### config.mk
export PLATFORM = sky130hd
export DESIGN_NAME = fetch_stage
export DESIGN_NICKNAME = d
export VERILOG_FILES = /design/src/rtl/fetch_stage.sv
export SDC_FILE = /design/constraint.sdc
export NUM_CORES = 1
export LEC_CHECK = 0
export ABC_AREA = 1
export CORE_MARGIN = 2
export CORE_UTILIZATION = 59
export CTS_BUF_LIST = sky130_fd_sc_hd__clkbuf_8
export DETAILED_ROUTE_END_ITERATION = 16
export GPL_ROUTABILITY_DRIVEN = 0
export GPL_TIMING_DRIVEN = 0
export HOLD_SLACK_MARGIN = 0.05
export PLACE_DENSITY = 0.95
export SETUP_SLACK_MARGIN = 0.3
export SLEW_MARGIN = 20
export SYNTH_ARGS = -nofsm -noshare
export SYNTH_HDL_FRONTEND = slang
export SYNTH_SLANG_ARGS = --single-unit
export TNS_END_PERCENT = 30
### constraint.sdc
create_clock -name clk -period 3.1 [get_ports clk]
set_clock_uncertainty 0.15 [all_clocks]
set_input_delay 0.465 -clock clk [delete_from_list [all_inputs] [get_ports clk]]
set_output_delay 0.465 -clock clk [all_outputs]
set_load 0.005 [all_outputs]
### src/rtl/fetch_stage.sv
// Instruction fetch front end: owns the PC, issues imem requests, fills IF/ID; trap vectors fixed.
// Latency: id_valid the edge after imem_valid; stall holds IF/ID, one-entry skid absorbs a word, fetch pauses.
module fetch_stage #(
    parameter int                ADDR_W    = 32,
    parameter logic [ADDR_W-1:0] RESET_VEC = 32'h8000_0000,
    parameter logic [ADDR_W-1:0] ILLOP_VEC = 32'h8000_0004,
    parameter logic [ADDR_W-1:0] XADR_VEC  = 32'h8000_0008
) (
    input  logic              clk,
    input  logic              reset,
    output logic              imem_req,
    output logic [ADDR_W-2:0] imem_addr,
    input  logic              imem_valid,
    input  logic [31:0]       imem_rdata,
    input  logic              stall,
    input  logic              redirect_valid,
    input  logic [ADDR_W-1:0] redirect_pc,
    input  logic              exc,
    input  logic              irq,
    output logic              id_valid,
    output logic [31:0]       id_instr,
    output logic [ADDR_W-1:0] id_pc,
    output logic              trap_valid,
    output logic [ADDR_W-1:0] trap_epc
);

    localparam logic [1:0] S_IDLE = 2'd0;
    localparam logic [1:0] S_RUN  = 2'd1;
    localparam logic [1:0] S_WAIT = 2'd2;
    localparam logic [1:0] S_DROP = 2'd3;

    logic [1:0]        state;
    logic [ADDR_W-1:0] pc;
    logic [ADDR_W-1:0] req_pc;
    logic              skid_valid;
    logic [31:0]       skid_instr;
    logic [ADDR_W-1:0] skid_pc;

    logic              take_redir;
    logic              take_exc;
    logic              take_irq;
    logic              flush;
    logic              id_free;
    logic              resp;
    logic [ADDR_W-1:0] redir_tgt;

    // Supervisor bit is sticky across sequential fetch; only the low bits wrap.
    function automatic logic [ADDR_W-1:0] pc_inc(input logic [ADDR_W-1:0] p);
        pc_inc = {p[ADDR_W-1], p[ADDR_W-2:0] + (ADDR_W-1)'(4)};
    endfunction

    always_comb begin
        take_redir = redirect_valid;
        take_exc   = !redirect_valid && exc && id_valid;
        take_irq   = !redirect_valid && !take_exc && irq && id_valid && !stall && !id_pc[ADDR_W-1];
        flush      = take_redir || take_exc || take_irq;
        id_free    = !id_valid || !stall;
        resp       = (state == S_WAIT) && imem_valid;
        // A user-mode jump cannot set the supervisor bit.
        redir_tgt  = {redirect_pc[ADDR_W-1] & pc[ADDR_W-1], redirect_pc[ADDR_W-2:0]};
        imem_req   = !flush && !skid_valid && ((state == S_RUN) || (resp && id_free));
        imem_addr  = pc[ADDR_W-2:0];
    end

    always_ff @(posedge clk or negedge reset) begin
        if (!reset) begin
            state  <= S_IDLE;
            pc     <= RESET_VEC;
            req_pc <= '0;
        end else if (flush) begin
            if (take_redir)    pc <= redir_tgt;
            else if (take_exc) pc <= XADR_VEC;
            else               pc <= ILLOP_VEC;
            // An outstanding request whose response is not here yet must be swallowed.
            if (((state == S_WAIT) || (state == S_DROP)) && !imem_valid)
                state <= S_DROP;
            else
                state <= S_RUN;
        end else begin
            if (imem_req) begin
                req_pc <= pc;
                pc     <= pc_inc(pc);
            end
            case (state)
                S_IDLE:  state <= S_RUN;
                S_RUN:   if (imem_req) state <= S_WAIT;
                S_WAIT:  if (imem_valid) state <= imem_req ? S_WAIT : S_RUN;
                default: if (imem_valid) state <= S_RUN;
            endcase
        end
    end

    always_ff @(posedge clk or negedge reset) begin
        if (!reset) begin
            id_valid   <= 1'b0;
            id_instr   <= '0;
            id_pc      <= '0;
            skid_valid <= 1'b0;
            skid_instr <= '0;
            skid_pc    <= '0;
        end else if (flush) begin
            id_valid   <= 1'b0;
            skid_valid <= 1'b0;
        end else if (skid_valid && !stall) begin
            id_valid   <= 1'b1;
            id_instr   <= skid_instr;
            id_pc      <= skid_pc;
            skid_valid <= 1'b0;
        end else if (resp && id_free) begin
            id_valid   <= 1'b1;
            id_instr   <= imem_rdata;
            id_pc      <= req_pc;
        end else if (resp) begin
            skid_valid <= 1'b1;
            skid_instr <= imem_rdata;
            skid_pc    <= req_pc;
        end else if (!stall) begin
            id_valid   <= 1'b0;
        end
    end

    always_ff @(posedge clk or negedge reset) begin
        if (!reset) begin
            trap_valid <= 1'b0;
            trap_epc   <= '0;
        end else begin
            trap_valid <= take_exc || take_irq;
            // Exceptions resume after the bad opcode; interrupts re-execute it.
            if (take_exc)      trap_epc <= pc_inc(id_pc);
            else if (take_irq) trap_epc <= id_pc;
        end
    end

endmodule

Word-level counts from Yosys, hierarchy flattened
Index checks and enable logic that the tools add are counted.

word-level totals
  bits in registers = 229
  input bits = 71
  output and inout port bits = 130
  word-level logic and storage cells = 91

operators by class
  add/sub/neg operators = 2
  equality and inequality tests = 8
  mux-type cells = 26
  bitwise gates (word level) = 4
  reductions and logical operators = 39

operator list
  kind                   number
  $mux 32                8
  $add 31x3->31 const B  2
  $mux 31                1
  $logic_and 1x1->1      13
  $mux 2                 6
  $mux 1                 9
  $logic_not 1->1        8
  $reduce_and 2->1       4
  $logic_or 1x1->1       6
  $ne 3x3->1 const B     2
  $pmux 2 s3             1
  $reduce_bool 2->1      3
  $eq 2x2->1 const B     2
  $mux 4                 1
  $ne 4x1->1 const B     1
  $ne 4x2->1 const B     1
  $reduce_and 4->1       1
  $reduce_bool 4->1      1
  $ne 3x2->1 const B     1
  $not 1->1              3
  $reduce_and 3->1       1
  $reduce_bool 3->1      1
  $eq 2x1->1 const B     1
  $logic_not 2->1        1
  $and 1x1->1            1

Logic depth before layout (Yosys ltp)
Gate-level depths: netlist of run 1.

  word-level depth = 17
  mapped depth = 12
  gate-level depth less buffers = 12

Worst setup path before layout of run 1
OpenSTA, ideal clock, no wires.

  path kind = register to output
  start = reg state[0]
  end = out imem_req
  data arrival time = 1453 ps
  data required time = 2485 ps
  slack = 1032 ps
  stages on the path, launching flop included = 9
  path buffers = 2
  path through = dfrtp_1 -> inv_1 -> ha_1 -> nand3_1 -> nand2_1 -> nand2_2 -> nor2_1 -> buf_2 -> buf_2

between the ends
  cells in the longest elaborated chain, start to end = 5
  elaborated cells between the ends (all ways) = 6
  classes of those cells = eq/ne: 2; reduce/logical: 4

RTL lines
  what                    line  RTL
  from (decl)             32    logic [1:0] state;
  from (signal assigned)  87    S_WAIT: if (imem_valid) state <= imem_req ? S_WAIT : S_RUN;
  $eq 2x2->1              58    resp = (state == S_WAIT) && imem_valid;
  $logic_and 1x1->1       58
  $logic_and 1x1->1       61    imem_req = !flush && !skid_valid && ((state == S_RUN) || (resp && id_free));
  $logic_or 1x1->1 *      61
  $logic_and 1x1->1 *     61
  to (decl)               11    output logic imem_req,

Every way passes the cells marked *; elsewhere a longest branch is shown, timed or not.

Worst setup path after layout of run 1
Ends and elaborated chain as after synthesis.

==> run summary, run 1 <==
Num CTS Buffers -> 37
final setup fails -> 0
Total GRT Usage -> 0.346
CTS Sinks -> 229
die height -> 143 µm
VDD IR max -> 0.513 mV
vias -> 11200
Synth top cells by count -> nand2_1, dfrtp_1, nor2_1
Data required, critical path -> 2.48 ns
cell row count -> 50
Area Growth Syn to Fin -> 28.3%
Yosys top cell by area -> dfrtp_1
Post-Synth XOR/XNOR Area -> 0.0130
dpl ws -> -0.181 ns
Vias/cell -> 5.85
Top Ports -> 201
crit path time final -> 2.73 ns
Placed Cells -> 1837
ant diodes -> 0
Simple-Gate Fraction of Synth Area -> 0.238
post-synthesis compound-gate area fraction -> 0.126
Max-Cap Viols -> 0
Syn Nets -> 1453
outcome -> finished, final reports clean
H-tree levels -> 2
Post-synth ARST share -> 1.00
Critical Path Fanout Max -> 10
Final Non-Filler Cells -> 1911
switching power -> 4.74 mW
internal power -> 7.98 mW
die area -> 20500 µm²
initial antenna violation count -> 1
Slew @ Worst Pin -> 0.654 ns
post-synthesis mux area share -> 0.0315
DR WL/cell -> 18.5 µm
top post-synthesis cells by area -> dfrtp_1, nand2_1, nor2_1, o21ai_0, inv_1
leakage power -> 6.83 nW
CTS tree -> done
flops & latches, synth -> 229
Hold WC Path Type -> input port to register
Rel. slew slack -> 0.564
Tot Pwr -> 12.7 mW
switching part of the total power -> 0.372
hold slack final -> 0.192 ns
largest net degree at the start of global routing -> 92
syn avg cell area -> 8.31 µm²
Clock Latency Late Sink -> 0.54 ns
Syn. warnings -> 0
WS Path Type -> register to primary output
Root Buffer Master -> clkbuf_8
Sequential Power Share -> 0.401
cell count after synthesis -> 1376
Power Density -> 867 nW/µm²
wire length of the first global-routing pass -> 55700 µm
Starting Density -> 0.607
deepest clock path buffer count -> 3
Fmax -> 0.366 GHz
share of layout cells above drive strength 1 -> 0.128
fin. max-slew vios -> 0
Post-Synth Adder-Cell Area -> 0.00657
DRC viols -> 0
die width -> 143 µm
Final period util -> 0.881
Clock Power Share -> 0.207
Post-synth top flop -> dfrtp_1
sequential area share after synthesis -> 0.501
count leader, synth -> nand2_1
Yosys cell types -> 40
PortBufs -> 199
Overflow after GRT -> 0
final wirelength -> 35300 µm
Comb pwr share -> 0.392
core footprint -> 18800 µm²
Iter 0 DRT Violations -> 1279
Post-Route Utilization -> 0.779
setup ws final -> 0.369 ns
Mapped Area -> 11400 µm²
top cell type's share of synthesized area -> 0.499
Worst setup EP type -> primary output
via count of the first global-routing pass -> 11100
unrepaired setup endpoints after global routing -> no
DRT antenna net count -> 0
Fin. Hold Viols -> 0
HPWL after DPL -> 24200 µm
critical path startpoint category -> register
first drt pass iteration count -> 7
Post-synth EDFFs -> 0
largest family of logic cells by synthesized area -> simple AND/OR/NAND/NOR gates
clock transition at the registers of the reported paths -> 0.06 ns
Nets -> 1702
Worst Path Arrival -> 2.12 ns
[final timing paths]
path,from,endpoint,slack [ns],cells after the start
worst max-delay path,state[0]$_DFFE_PN0P_,imem_req,0.37,9
worst min-delay path,redirect_valid,trap_epc[19]$_DFFE_PN0P_,0.19,4
worst max register to register,pc[3]$_DFFE_PN0P_,pc[22]$_DFFE_PN0P_,0.69,12
worst min register to register,trap_epc[29]$_DFFE_PN0P_,trap_epc[29]$_DFFE_PN0P_,0.33,2
max in group asynchronous,reset,pc[31]$_DFFE_PN1N_,1.69,3
min in group asynchronous,reset,skid_instr[20]$_DFFE_PN0P_,0.31,2
[placed cells by master, fill, tap and decap left out, types with 4 or more instances in the layout]
cell,n
nand2_4,4
clkbuf_1,22
o21ai_1,29
mux2_2,26
xor2_1,14
inv_2,5
nand4_1,5
mux2_1,6
nor2_4,5
o211ai_1,12
o211ai_2,16
nor2_1,138
ha_1,5
a31oi_1,46
inv_1,98
clkbuf_8,49
nand3_1,42
o21ai_2,4
buf_2,17
nand2_1,447
buf_4,45
nand3b_1,9
buf_6,14
a21oi_1,35
o21ai_0,93
dfrtp_1,227
clkdlybuf4s50_1,197
clkinv_2,4
[state kept, by name (all words and copies together) (netlist names)]
| name | count |
|---|---|
| state | 2 |
| pc | 32 |
| trap_epc | 32 |
| id_pc | 32 |
| skid_pc | 32 |
| skid_instr | 32 |
| trap_valid | 1 |
| skid_valid | 1 |
| req_pc | 32 |
| id_instr | 32 |
| id_valid | 1 |
[metrics by stage]
stage,TNS [ns],cell area [µm²]
after global placement,-1786.95,13700
after detailed placement,-0.181,13800
after global routing,0,14700
after floorplan,0,11400
final,0,14700
after CTS,0,14600
[worst max-delay path, cell delays in order (launching register included)]
cell	delay [ns]
dfrtp_1	0.42
buf_4	0.15
ha_1	0.21
inv_1	0.13
nand2_2	0.09
nand2_4	0.10
nor2_4	0.05
buf_6	0.11
buf_6	0.13
clkdlybuf4s15_2	0.21
[layer usage]
metal	vias to the layer above	wire length [µm]	global-route usage
li1	4934	-	-
met1	5221	12700	0.427
met2	850	17000	0.577
met3	179	3930	0.0812
met4	2	1660	0.162
met5	-	12	0
[what timing repair did]
action / CTS / global route
resized for setup: 13 / 2
endpoints found under the hold margin: 55 / 0
endpoints found under the setup margin: 1 / 1
gates cloned: 0 / 0
hold buffers: 1 / 0
pin swaps: 0 / 3
setup buffers: 1 / 7
[cell type report]
type	instances	area (µm²)
clock buffers	49	674
well taps	260	325
multi-input cells	961	4770
clock inverters	16	68.8
plain buffers	92	611
inverters	94	360
repair buffers	210	2120
fillers	1132	4170
flip-flops and latches	229	5730
[logic make-up (layout without fill, tap and decap cells)]
| logic type | count (synthesis) | in the layout |
|---|---|---|
| compound gates | 240 | 240 |
| xor+xnor | 17 | 17 |
| fa+ha+maj | 6 | 6 |
| buf+inv | 186 | 461 |
| flops | 229 | 229 |
| mux | 32 | 32 |
| simple gates | 666 | 666 |
[power by group through the flow]
stage | clock network (mW) | registers [mW] | logic, mW
after floorplan | 0 | 4.79 | 2.32
after global placement | 0 | 5.01 | 4.46
after detailed placement | 0 | 5.06 | 4.70
final | 2.64 | 5.10 | 4.98
after global routing | 2.76 | 5.18 | 5.44
after CTS | 2.62 | 5.03 | 4.83
No activity file was read; power rests on OpenSTA's default activity.
==> inputs of run 2 (changes only) <==
CTS_CLUSTER_SIZE = 20   (was default)
==> results of run 2 <==
Final layout, timing and power as in run 1 (identical DEF).
==> inputs of run 3 (changes only) <==
ABC_CLOCK_PERIOD_IN_PS = 3100   (was default)
CORE_UTILIZATION = 48   (was 59)
PLACE_DENSITY = 0.86   (was 0.95)
==> run summary, run 3 (synthesized netlist as in run 1, its figures left out) <==
outcome -> finished, final reports clean
Root Buffer Master -> clkbuf_8
largest net degree at the start of global routing -> 101 (+9.8%)
first drt pass iteration count -> 6 (-1)
Vias/cell -> 5.40 (-7.8%)
DRT antenna net count -> 0 (unchanged)
internal power -> 8.16 mW (+2.2%)
Fmax -> 0.378 GHz (+3.2%)
CTS tree -> done
Clock Power Share -> 0.223 (+0.016)
crit path time final -> 2.65 ns (-0.0836 ns)
DRC viols -> 0 (unchanged)
dpl ws -> -0.190 ns (-0.00920 ns)
hold slack final -> 0.190 ns (-0.00130 ns)
Area Growth Syn to Fin -> 29.3%
VDD IR max -> 0.419 mV (-18%)
DR WL/cell -> 16.7 µm (-9.5%)
Worst Path Arrival -> 2.03 ns (-0.09 ns)
Overflow after GRT -> 0 (unchanged)
Top Ports -> 201 (unchanged)
cell row count -> 56 (+12%)
Data required, critical path -> 2.48 ns (about the same)
core footprint -> 23400 µm² (+24%)
switching part of the total power -> 0.359 (-0.0139)
switching power -> 4.56 mW (-3.7%)
placed cell areas -> 13900 µm² (+0.53%)
CTS Sinks -> 229 (unchanged)
Layout Cell Area excl Fill -> 14800 µm² (+0.83%)
Num CTS Buffers -> 39 (+5.4%)
Worst path most repeated cell -> buf_6
die height -> 158 µm (+11%)
PortBufs -> 199 (unchanged)
Comb pwr share -> 0.380 (-0.012)
Max stage delay on crit path -> 0.40 ns (-0.02 ns)
fin. max-slew vios -> 0 (unchanged)
Max-Cap Viols -> 0 (unchanged)
Power Density -> 860 nW/µm² (-0.83%)
commonest non-fill, non-tap cell in the layout -> nand2_1
Hold WC Path Type -> input port to register
WS Path Type -> register to primary output
die width -> 158 µm (+11%)
die area -> 25100 µm² (+22%)
Clock Latency Late Sink -> 0.54 ns (about the same)
flop2flop setup slack -> 0.75 ns (+0.06 ns)
wire length of the first global-routing pass -> 52700 µm (-5.3%)
Worst setup EP type -> primary output
H-tree levels -> 2 (unchanged)
ant diodes -> 0 (unchanged)
unrepaired setup endpoints after global routing -> no
leakage power -> 6.86 nW (+0.41%)
Nets -> 1704 (+0.12%)
HPWL after DPL -> 23800 µm (-1.7%)
Final period util -> 0.854 (-0.0270)
Iter 0 DRT Violations -> 883 (-31%)
critical path startpoint category -> register
Rel. slew slack -> 0.535 (-0.0283)
final setup fails -> 0 (unchanged)
Total GRT Usage -> 0.268 (-0.0781)
Sequential Power Share -> 0.397 (-0.004)
most frequent cells in the layout -> nand2_1, dfrtp_1, clkdlybuf4s50_1, nor2_1, inv_1
CP max-delay cell -> dfrtp_1
share of layout cells above drive strength 1 -> 0.130 (+0.00174)
vias -> 10600 (-4.9%)
final wirelength -> 33000 µm (-6.6%)
worst path cell trace -> inv_2 -> ha_2 -> nand3_1 -> nand2_2 -> nand2_4 -> nor2_4 -> buf_6 -> buf_6 -> clkbuf_2
deepest clock path buffer count -> 3 (unchanged)
via count of the first global-routing pass -> 10500 (-6.0%)
setup ws final -> 0.453 ns (+0.0836 ns)
Fin. Hold Viols -> 0 (unchanged)
Tot Pwr -> 12.7 mW (about the same)
clock transition at the registers of the reported paths -> 0.06 ns (about the same)
Critical Path Fanout Max -> 10 (unchanged)
Slew @ Worst Pin -> 0.697 ns (+0.0424 ns)
initial antenna violation count -> 0 (-1)
Starting Density -> 0.488 (-0.119)
## run 3: metrics by stage
| step | util | cells | setup TNS [ns] |
|---|---|---|---|
| after floorplan | - | 1376 | 0 |
| after global placement | 0.591 | 1894 | -1830.69 |
| after detailed placement | 0.593 | 1896 | -0.190 |
| after CTS | 0.631 | 1967 | 0 |
| after global routing | 0.632 | 1971 | 0 |
| final | 0.632 | 1971 | 0 |
## run 3: worst paths after layout
check	cells past startpoint	to	from
hold / removal	4	trap_epc[17]$_DFFE_PN0P_	redirect_valid
max in group asynchronous	3	req_pc[22]$_DFFE_PN0P_	reset
setup reg to reg	12	pc[22]$_DFFE_PN0P_	pc[3]$_DFFE_PN0P_
setup / recovery	9	imem_req	state[0]$_DFFE_PN0P_
hold reg to reg	2	trap_epc[29]$_DFFE_PN0P_	trap_epc[29]$_DFFE_PN0P_
min in group asynchronous	2	id_instr[12]$_DFFE_PN0P_	reset
## run 3: final cells by class
class / count / area, µm²
tap: 319 / 399
sequential: 229 / 5730
inverter: 94 / 360
clock buffer: 50 / 688
timing repair buffer: 210 / 2120
clock inverter: 16 / 119
buffer: 92 / 611
multi-input combinational: 961 / 4760
fill: 1917 / 8620
## run 3: timing repair
action	4_1_cts	5_1_grt
setup endpoints to repair	1	1
buffers inserted	4	4
hold buffers	1	0
pin swaps	0	3
gates cloned	0	0
resized for setup	12	2
endpoints found under the hold margin	50	0
## run 3: critical path, delay by kind of cell (launching register included)
family,cells,cell delay [ns]
buffers and inverters,4,0.45
and+or+nand+nor,4,0.43
DFF,1,0.40
adders and majority gates,1,0.19
## run 3: layer usage
layer  global-route usage  part of all wire  vias up
li1                     -                 -     4952
met1                0.349              0.41     5030
met3               0.0465             0.081       99
met2                0.444              0.48      556
met4                0.113             0.033        0
met5                    0                 0        -
## run 3: power by group through the flow
stage / sequential, mW / clock, mW / combinational [mW]
floorplan: 4.79 / 0 / 2.32
global placement: 5.03 / 0 / 4.50
detailed placement: 5.06 / 0 / 4.68
CTS: 5.02 / 2.85 / 4.78
global route: 5.17 / 2.98 / 5.35
finish: 5.05 / 2.83 / 4.83
